## src/rtl/servo_value_uart_tx.sv

```systemverilog
// servo_value_uart_tx
// Echoes a 20-bit servo value to the host as 7 ASCII decimal digits plus CR LF.
// The UART format is 8N1. Binary-to-BCD conversion is a sequential double-dabble,
// one iteration per clock.
// Ports:
//   clk      system clock, rising edge
//   rst      asynchronous active-high reset
//   value_i  unsigned value to transmit, sampled on the accept edge
//   valid_i  request; accepted when valid_i && ready_o
//   ready_o  high while idle and able to accept (registered)
//   tx_o     UART serial line, idle high (registered)
module servo_value_uart_tx #(
    parameter int unsigned CLKS_PER_BIT = 234,
    parameter int unsigned DATA_W       = 20,
    parameter int unsigned DIGITS       = 7
) (
    input  logic              clk,
    input  logic              rst,
    input  logic [DATA_W-1:0] value_i,
    input  logic              valid_i,
    output logic              ready_o,
    output logic              tx_o
);

    localparam int unsigned BCD_W  = 4 * DIGITS;
    localparam int unsigned TMR_W  = (CLKS_PER_BIT > 1) ? $clog2(CLKS_PER_BIT) : 1;
    localparam int unsigned ITER_W = $clog2(DATA_W + 1);
    localparam int unsigned NBYTES = DIGITS + 2;
    localparam int unsigned BYTE_W = $clog2(NBYTES + 1);

    localparam logic [TMR_W-1:0]  TMR_LAST  = TMR_W'(CLKS_PER_BIT - 1);
    localparam logic [ITER_W-1:0] ITER_LAST = ITER_W'(DATA_W - 1);
    localparam logic [BYTE_W-1:0] BYTE_LAST = BYTE_W'(NBYTES - 1);
    localparam logic [3:0]        BIT_LAST  = 4'd9;

    typedef enum logic [1:0] {
        S_IDLE    = 2'd0,
        S_CONVERT = 2'd1,
        S_SEND    = 2'd2
    } state_t;

    state_t              state_q, state_d;
    logic [DATA_W-1:0]   bin_q, bin_d;
    logic [BCD_W-1:0]    bcd_q, bcd_d;
    logic [BCD_W-1:0]    bcd_adj;
    logic [ITER_W-1:0]   iter_q, iter_d;
    logic [TMR_W-1:0]    tmr_q, tmr_d;
    logic [3:0]          bit_q, bit_d;
    logic [BYTE_W-1:0]   byte_q, byte_d;
    logic                ready_q, ready_d;
    logic                tx_q, tx_d;
    logic                accept;
    logic [7:0]          cur_byte;
    logic [9:0]          frame;

    assign accept  = valid_i && ready_q;
    assign ready_o = ready_q;
    assign tx_o    = tx_q;

    // State and datapath registers
    always_ff @(posedge clk or posedge rst) begin
        if (rst) begin
            state_q <= S_IDLE;
            bin_q   <= '0;
            bcd_q   <= '0;
            iter_q  <= '0;
            tmr_q   <= '0;
            bit_q   <= '0;
            byte_q  <= '0;
            ready_q <= 1'b1;
            tx_q    <= 1'b1;
        end else begin
            state_q <= state_d;
            bin_q   <= bin_d;
            bcd_q   <= bcd_d;
            iter_q  <= iter_d;
            tmr_q   <= tmr_d;
            bit_q   <= bit_d;
            byte_q  <= byte_d;
            ready_q <= ready_d;
            tx_q    <= tx_d;
        end
    end

    // Next state: conversion steps and bit/byte sequencing
    always_comb begin
        state_d = state_q;
        bin_d   = bin_q;
        bcd_d   = bcd_q;
        iter_d  = iter_q;
        tmr_d   = tmr_q;
        bit_d   = bit_q;
        byte_d  = byte_q;
        bcd_adj = bcd_q;

        // Double-dabble correction: any digit >= 5 gets +3 before the shift
        for (int i = 0; i < int'(DIGITS); i++) begin
            if (bcd_q[4*i +: 4] >= 4'd5) begin
                bcd_adj[4*i +: 4] = bcd_q[4*i +: 4] + 4'd3;
            end
        end

        case (state_q)
            S_IDLE: begin
                if (accept) begin
                    bin_d   = value_i;
                    bcd_d   = '0;
                    iter_d  = '0;
                    state_d = S_CONVERT;
                end
            end
            S_CONVERT: begin
                {bcd_d, bin_d} = {bcd_adj[BCD_W-2:0], bin_q, 1'b0};
                iter_d = iter_q + ITER_W'(1);
                if (iter_q == ITER_LAST) begin
                    iter_d  = '0;
                    tmr_d   = '0;
                    bit_d   = '0;
                    byte_d  = '0;
                    state_d = S_SEND;
                end
            end
            S_SEND: begin
                // Counters name the bit being registered onto tx this cycle
                if (tmr_q == TMR_LAST) begin
                    tmr_d = '0;
                    if (bit_q == BIT_LAST) begin
                        bit_d = '0;
                        if (byte_q == BYTE_LAST) begin
                            byte_d  = '0;
                            state_d = S_IDLE;
                        end else begin
                            byte_d = byte_q + BYTE_W'(1);
                        end
                    end else begin
                        bit_d = bit_q + 4'd1;
                    end
                end else begin
                    tmr_d = tmr_q + TMR_W'(1);
                end
            end
            default: state_d = S_IDLE;
        endcase
    end

    // Outputs: character selection and the next registered line level
    always_comb begin
        cur_byte = 8'h0A;
        for (int i = 0; i < int'(DIGITS); i++) begin
            if (byte_q == BYTE_W'(i)) begin
                cur_byte = 8'h30 + {4'h0, bcd_q[4*(int'(DIGITS)-1-i) +: 4]};
            end
        end
        if (byte_q == BYTE_W'(DIGITS)) begin
            cur_byte = 8'h0D;
        end

        frame   = {1'b1, cur_byte, 1'b0};
        ready_d = (state_q == S_IDLE) && !accept;
        tx_d    = 1'b1;
        if (state_q == S_SEND) begin
            tx_d = frame[bit_q];
        end
    end

endmodule
```

## config.mk

```make
export PLATFORM = sky130hd
export DESIGN_NAME = servo_value_uart_tx
export DESIGN_NICKNAME = d
export VERILOG_FILES = /design/src/rtl/servo_value_uart_tx.sv
export SDC_FILE = /design/constraint.sdc
export NUM_CORES = 1
export LEC_CHECK = 0
export CORE_AREA = 5 5 104 106
export DETAILED_ROUTE_END_ITERATION = 8
export DIE_AREA = 0 0 109 111
export PLACE_DENSITY_LB_ADDON = 0.15
export RECOVER_POWER = 50
export SLEW_MARGIN = 20
export SYNTH_ARGS = -nofsm -noshare
export SYNTH_HDL_FRONTEND = slang
export SYNTH_SLANG_ARGS = --single-unit
```

## constraint.sdc

```tcl
create_clock -name clk -period 4.4 [get_ports clk]
set_input_delay 0.66 -clock clk [delete_from_list [all_inputs] [get_ports clk]]
set_output_delay 0.66 -clock clk [all_outputs]
set_load 0.05 [all_outputs]
```

== Yosys cells after proc, flatten, opt, wreduce, memory -nomap -nowiden ==
Cells that the tools add are included.
Cells by class
  add/subtract/negate cells: 18
  $lt $le $gt $ge: 8
  eq/ne operators: 18
  multiplexer cells: 42
  reductions and logical operators: 12
Operators by type and width (count)
  8-bit two-way mux: 9
  28-bit one-hot mux with 2 select lines: 1
  6-bit by 4-bit adder with 7-bit output, first input constant: 7
  4-bit two-way mux: 12
  20-bit one-hot mux with 2 select lines: 1
  4-bit by 3-bit >= comparator with 1-bit output, second input constant: 7
  28-bit two-way mux: 1
  4-bit by 2-bit adder with 4-bit output, second input constant: 6
  20-bit two-way mux: 1
  4-bit by 3-bit equality test with 1-bit output, second input constant: 4
  4-bit one-hot mux with 2 select lines: 2
  8-bit one-hot mux with 2 select lines: 1
  2-bit two-way mux: 5
  5-bit two-way mux: 2
  2-bit inequality test, second input constant: 5
  5-bit one-hot mux with 2 select lines: 1
  4-bit by 1-bit adder with 4-bit output, second input constant: 2
  8-bit by 1-bit adder with 8-bit output, second input constant: 1
  4-bit by 2-bit equality test with 1-bit output, second input constant: 2
  4-bit equality test, second input constant: 2
  8-bit equality test, second input constant: 1
  7-bit two-way mux: 1
  2-bit one-hot mux with 3 select lines: 1
  5-bit by 1-bit adder with 5-bit output, second input constant: 1
  18 further kinds: 22
Word-level totals
  register bits: 73
  input port bits: 23
  output and inout port bits: 2
  logic and storage cells: 107

== Depth between registers and ports, before layout ==
  depth in word-level cells: 12
  depth in mapped cells: 9
  depth with buffers taken out: 8

== Worst setup path before layout ==
Ideal clock, no wire load.
  path type: reg-to-reg
  start: register byte_q[0]
  end: register tx_q, in the netlist tx_o
  library setup time: 0.089 ns
  arrival: 1.858 ns
  required time: 4.311 ns
  path slack: 2.452 ns
  cell stages (with the launch flop): 10
  buffers on the path: 1
  clock period less this slack: 1.948 ns
  cells stage by stage: dfrtp_1 -> inv_1 -> ha_1 -> buf_4 -> inv_1 -> or3_1 -> a21oi_1 -> o22ai_1 -> a221o_1 -> a211oi_1
On the way
  cells in the longest elaborated chain, start to end: 12
  elaborated cells between the ends (all ways): 19
  classes of those cells: eq/ne (7); mux (11); reduce/logical (1)
RTL lines
  from (decl): RTL line 49  | logic [BYTE_W-1:0] byte_q, byte_d;
  from (signal assigned): RTL line 79  | byte_q <= byte_d;
  4-bit zero test: RTL line 150  | if (byte_q == BYTE_W'(i)) begin
  7-bit two-way mux: RTL line 150
  8-bit two-way mux (6 in a row): RTL line 150
  8-bit two-way mux (*): RTL line 154  | if (byte_q == BYTE_W'(DIGITS)) begin
  1-bit binary-select mux with 4-bit select (*): RTL line 162  | tx_d = frame[bit_q];
  1-bit two-way mux (not written as such) (*): RTL line 162
  1-bit two-way mux (*): RTL line 161  | if (state_q == S_SEND) begin
  net tx_d: RTL line 51  | logic tx_q, tx_d;
  to (signal assigned): RTL line 81  | tx_q <= tx_d;
  to (decl): RTL line 51
The timed path passes the listed nets; every way through them passes the cells marked *. The select of a mux whose other input is x is not followed.
A chain may end at the register's enable or synchronous reset.

== Final worst setup path ==
  start: register state_q[1]
  end: register bit_q[3]
On the way
  cells in the longest elaborated chain, start to end: 3
  elaborated cells between the ends (all ways): 7
  classes of those cells: eq/ne (4); mux (1); reduce/logical (2)
RTL lines
  from (decl): RTL line 42  | state_t state_q, state_d;
  from (signal assigned): RTL line 73  | state_q <= state_d;
  2-bit equality test / 2-bit by 1-bit equality test with 1-bit output (equally long branches): RTL line 103  | case (state_q)
  2-bit inequality test (no source line) / 2-bit nonzero test (equally long branches)
  3-bit AND reduction (no source line)
  to (signal assigned): RTL line 78  | bit_q <= bit_d;
  to (decl): RTL line 48  | logic [3:0] bit_q, bit_d;
Several ways; a longest one is shown, not always the timed one.

==> out/metrics.yaml <==
outcome:
  outcome: "completed"
critical_path:
  worstPathRequired_ns: 4.68
  reg2reg_depth: 6
  critPathArrivalTime_ns: 2.78
  crit_fanout: 53
  r2r-end: "bit_q[3]"
  critPathKind: "reg -> reg"
  startpoint: "state_q[1]"
  crit-reg2reg-launch: "state_q[1]"
  worstPathCellList: "nand2b_2 -> or3_4 -> a21boi_4 -> nand4_1 -> xor2_1 -> nor2_1"
  start_kind: "flop"
  endpoint: "bit_q[3]"
  cp_slowest_cell: "nand2b_2"
  rrSetupSlack_ns: 1.91
  cp_slowest_stage_delay_ns: 0.68
  end_kind: "flop"
cells_and_area:
  fillerInstances: 914
  multi_input_area_mm2: 0.00227
  syn2layout_area_growth_pct: 12.7
  drive_above_1_share_pct: 5.88
  num-nets-final: 535
  final_cell_mix: "71 x dfrtp_1, 65 x nand2_1, 51 x o21ai_0"
  regArea_mm2: 0.00183
  diodes: 0
  final_common_cell: "dfrtp_1"
sta:
  fin_crit_sh_pct: 56.7
  totalNegativeSetupSlack_ns: 0
  worstMarginPinSlew_ns: 1.02
  fin_skew_ns: 0.0106
  timing.fmax_ghz: 0.401
  min_period_ns: 2.49
  maxSlewViolCount: 0
  setup_viol_count_final: 0
  rsz0062_at_grt: "no"
  hold_violations: 0
  slew_headroom_pct: 31.7
placed_design:
  io_buffers: 24
  hpwlAfterDp_mm: 6.06
  gp_congestion: 0.770
detailed_routing:
  drc_errors: 0
  via_count: 3380
  wl_mm: 8.94
  routedWlPerCell_um: 14.3
  routed_via_density: 5.40
  drt_iter0_drc: 224
  first_pass_iters: 4
  ant_nets: 0
synthesis:
  synth-seq-cells: 73
  ys_seq_area_share_pct: 42.6
  synth_top_area_share_pct: 41.3
  yosys_most_used_dff: "dfrtp_1"
  postSynthAreaPerCell_um2: 8.95
  synthArstFlopShare_pct: 100
  synth_top_area_cell: "dfrtp_1"
  ys_top_cells_by_area: "dfrtp_1 41%, ha_1 6.7%, o21ai_0 5.9%, nand2_1 5.7%, mux2i_1 4.4%"
  synth_warnings: 0
  syn-instance-count: 480
  synth_edf_count: 0
  netlist-cell-type-count: 48
  syn_nets: 526
  syn_area_mm2: 0.00430
global_route:
  grt_use_total_pct: 15.8
  grt_max_degree: 54
  grt_pass1_vias: 3285
  grt_pass1_wl_mm: 15.3
  gr-total-overflow: 0
  antenna_found_initial: 0
die:
  initial_core_util_pct: 44.4
  core_mm2: 0.00968
  die_height_um: 111
  die_w_um: 109
  ios: 25
  placementRows: 36
  dieArea_mm2: 0.0121
clocking:
  cts.repair.resized: 0
  cts_setup_buffers: 0
  cts_buffers: 9
  htreeDepth: 3
  cts_hold_buf: 0
  cts_buffer_depth: 2
  cts_root_buf: "clkbuf_8"
  clkTransAtPathRegs_ns: 0.07
  clock_sinks: 73
  insertion_delay_ns: 0.36
  cts_tree: "yes"
power_and_ir_drop:
  p_per_area_mw_per_mm2: 271
  power.ir.vdd_worst_uv: 218
  power_mw: 1.31
  power.leakage_nw: 2.01
flow_run:
  cap_violations: 0
hold_path:
  hold_class: "reg -> reg"
==> stage by stage <==
step / util [%] / setup WS, ns / instances / hold WS [ns] / area (um2)
floorplan: - / 1.89 / 480 / 0.440 / 4300
global placement: 47.7 / 1.77 / 611 / 0.459 / 4620
detailed placement: 47.7 / 1.74 / 611 / 0.468 / 4620
finish: 50.0 / 1.91 / 626 / 0.481 / 4840
global route: 50.0 / 1.70 / 626 / 0.510 / 4840
CTS: 50.1 / 1.86 / 626 / 0.487 / 4850
==> worst min-delay path by stage <==
stage / from / cells after the start / slack, ns / to
2_1_floorplan: state_q[0] / 1 / 0.44 / ready_o
3_3_place_gp: bin_q[10] / 2 / 0.46 / bin_q[11]
3_5_place_dp: bin_q[11] / 2 / 0.47 / bin_q[12]
4_1_cts: bin_q[11] / 2 / 0.49 / bin_q[12]
5_1_grt: bin_q[0] / 2 / 0.51 / bin_q[1]
6_report: bin_q[10] / 2 / 0.48 / bin_q[11]
==> per-layer routing <==
layer  up-vias  GRT usage, %  wire (um)
li1       1725             -          -
met1      1603          20.7       4350
met2        44          24.9       4180
met3         8          4.37        260
met4         0          5.72        145
met5         -             0          0
==> sequential cells by signal, indices dropped and copies added, names as in the netlist <==
signal,cells
bin_q,20
iter_q,5
tx_o,1
bcd_q,28
byte_q,4
state_q,2
bit_q,4
ready_o,1
tmr_q,8
==> cells in the mapped netlist (all sizes together) (2+ instances only) <==
library cell and number:
o32ai 2, o22ai 23, dfstp 2, o31ai 15, buf 11, mux2i 19, nand3 7, a32o 7
a221o 2, or3 4, nor2b 8, a21oi 30, nand2 65, clkbuf 18, nand2b 15, inv 25
a2111oi 2, xnor2 9, ha 23, and3 3, xor2 4, o41ai 2, nor3 7, a32oi 2
a211oi 3, o21ai 53, nand4 4, a22oi 2, mux2 3, dfrtp 71, nor3b 4, nor2 26
==> logic make-up after synthesis <==
| group | synth area share [%] |
|---|---|
| xor+xnor | 2.65 |
| buf+inv | 5.07 |
| fa+ha+maj | 6.70 |
| flops | 42.6 |
| mux | 5.21 |
| compound gates | 22.0 |
| simple gates | 15.8 |
==> power by group <==
group	total (mW)	switching (mW)	internal (mW)	leakage [nW]
combinational	0.0341	0.0164	0.0177	0.944
sequential	0.671	0	0.671	0.946
clock	0.606	0.243	0.363	0.116
==> critical path, delay by kind of cell (launching register included) <==
kind / cells / cell delay [ns]
xor+xnor: 1 / 0.17
simple gates: 4 / 1.54
compound gates: 1 / 0.22
flops: 1 / 0.47
==> final cells by class <==
| class | instances | share of cell area, % |
|---|---|---|
| clock buffer | 13 | 3.49 |
| tap | 133 | 3.44 |
| multi-input combinational | 353 | 46.8 |
| inverter | 25 | 1.94 |
| timing repair buffer | 27 | 5.35 |
| sequential | 73 | 37.8 |
| clock inverter | 2 | 1.24 |
Power figures use the tool's default switching activity.
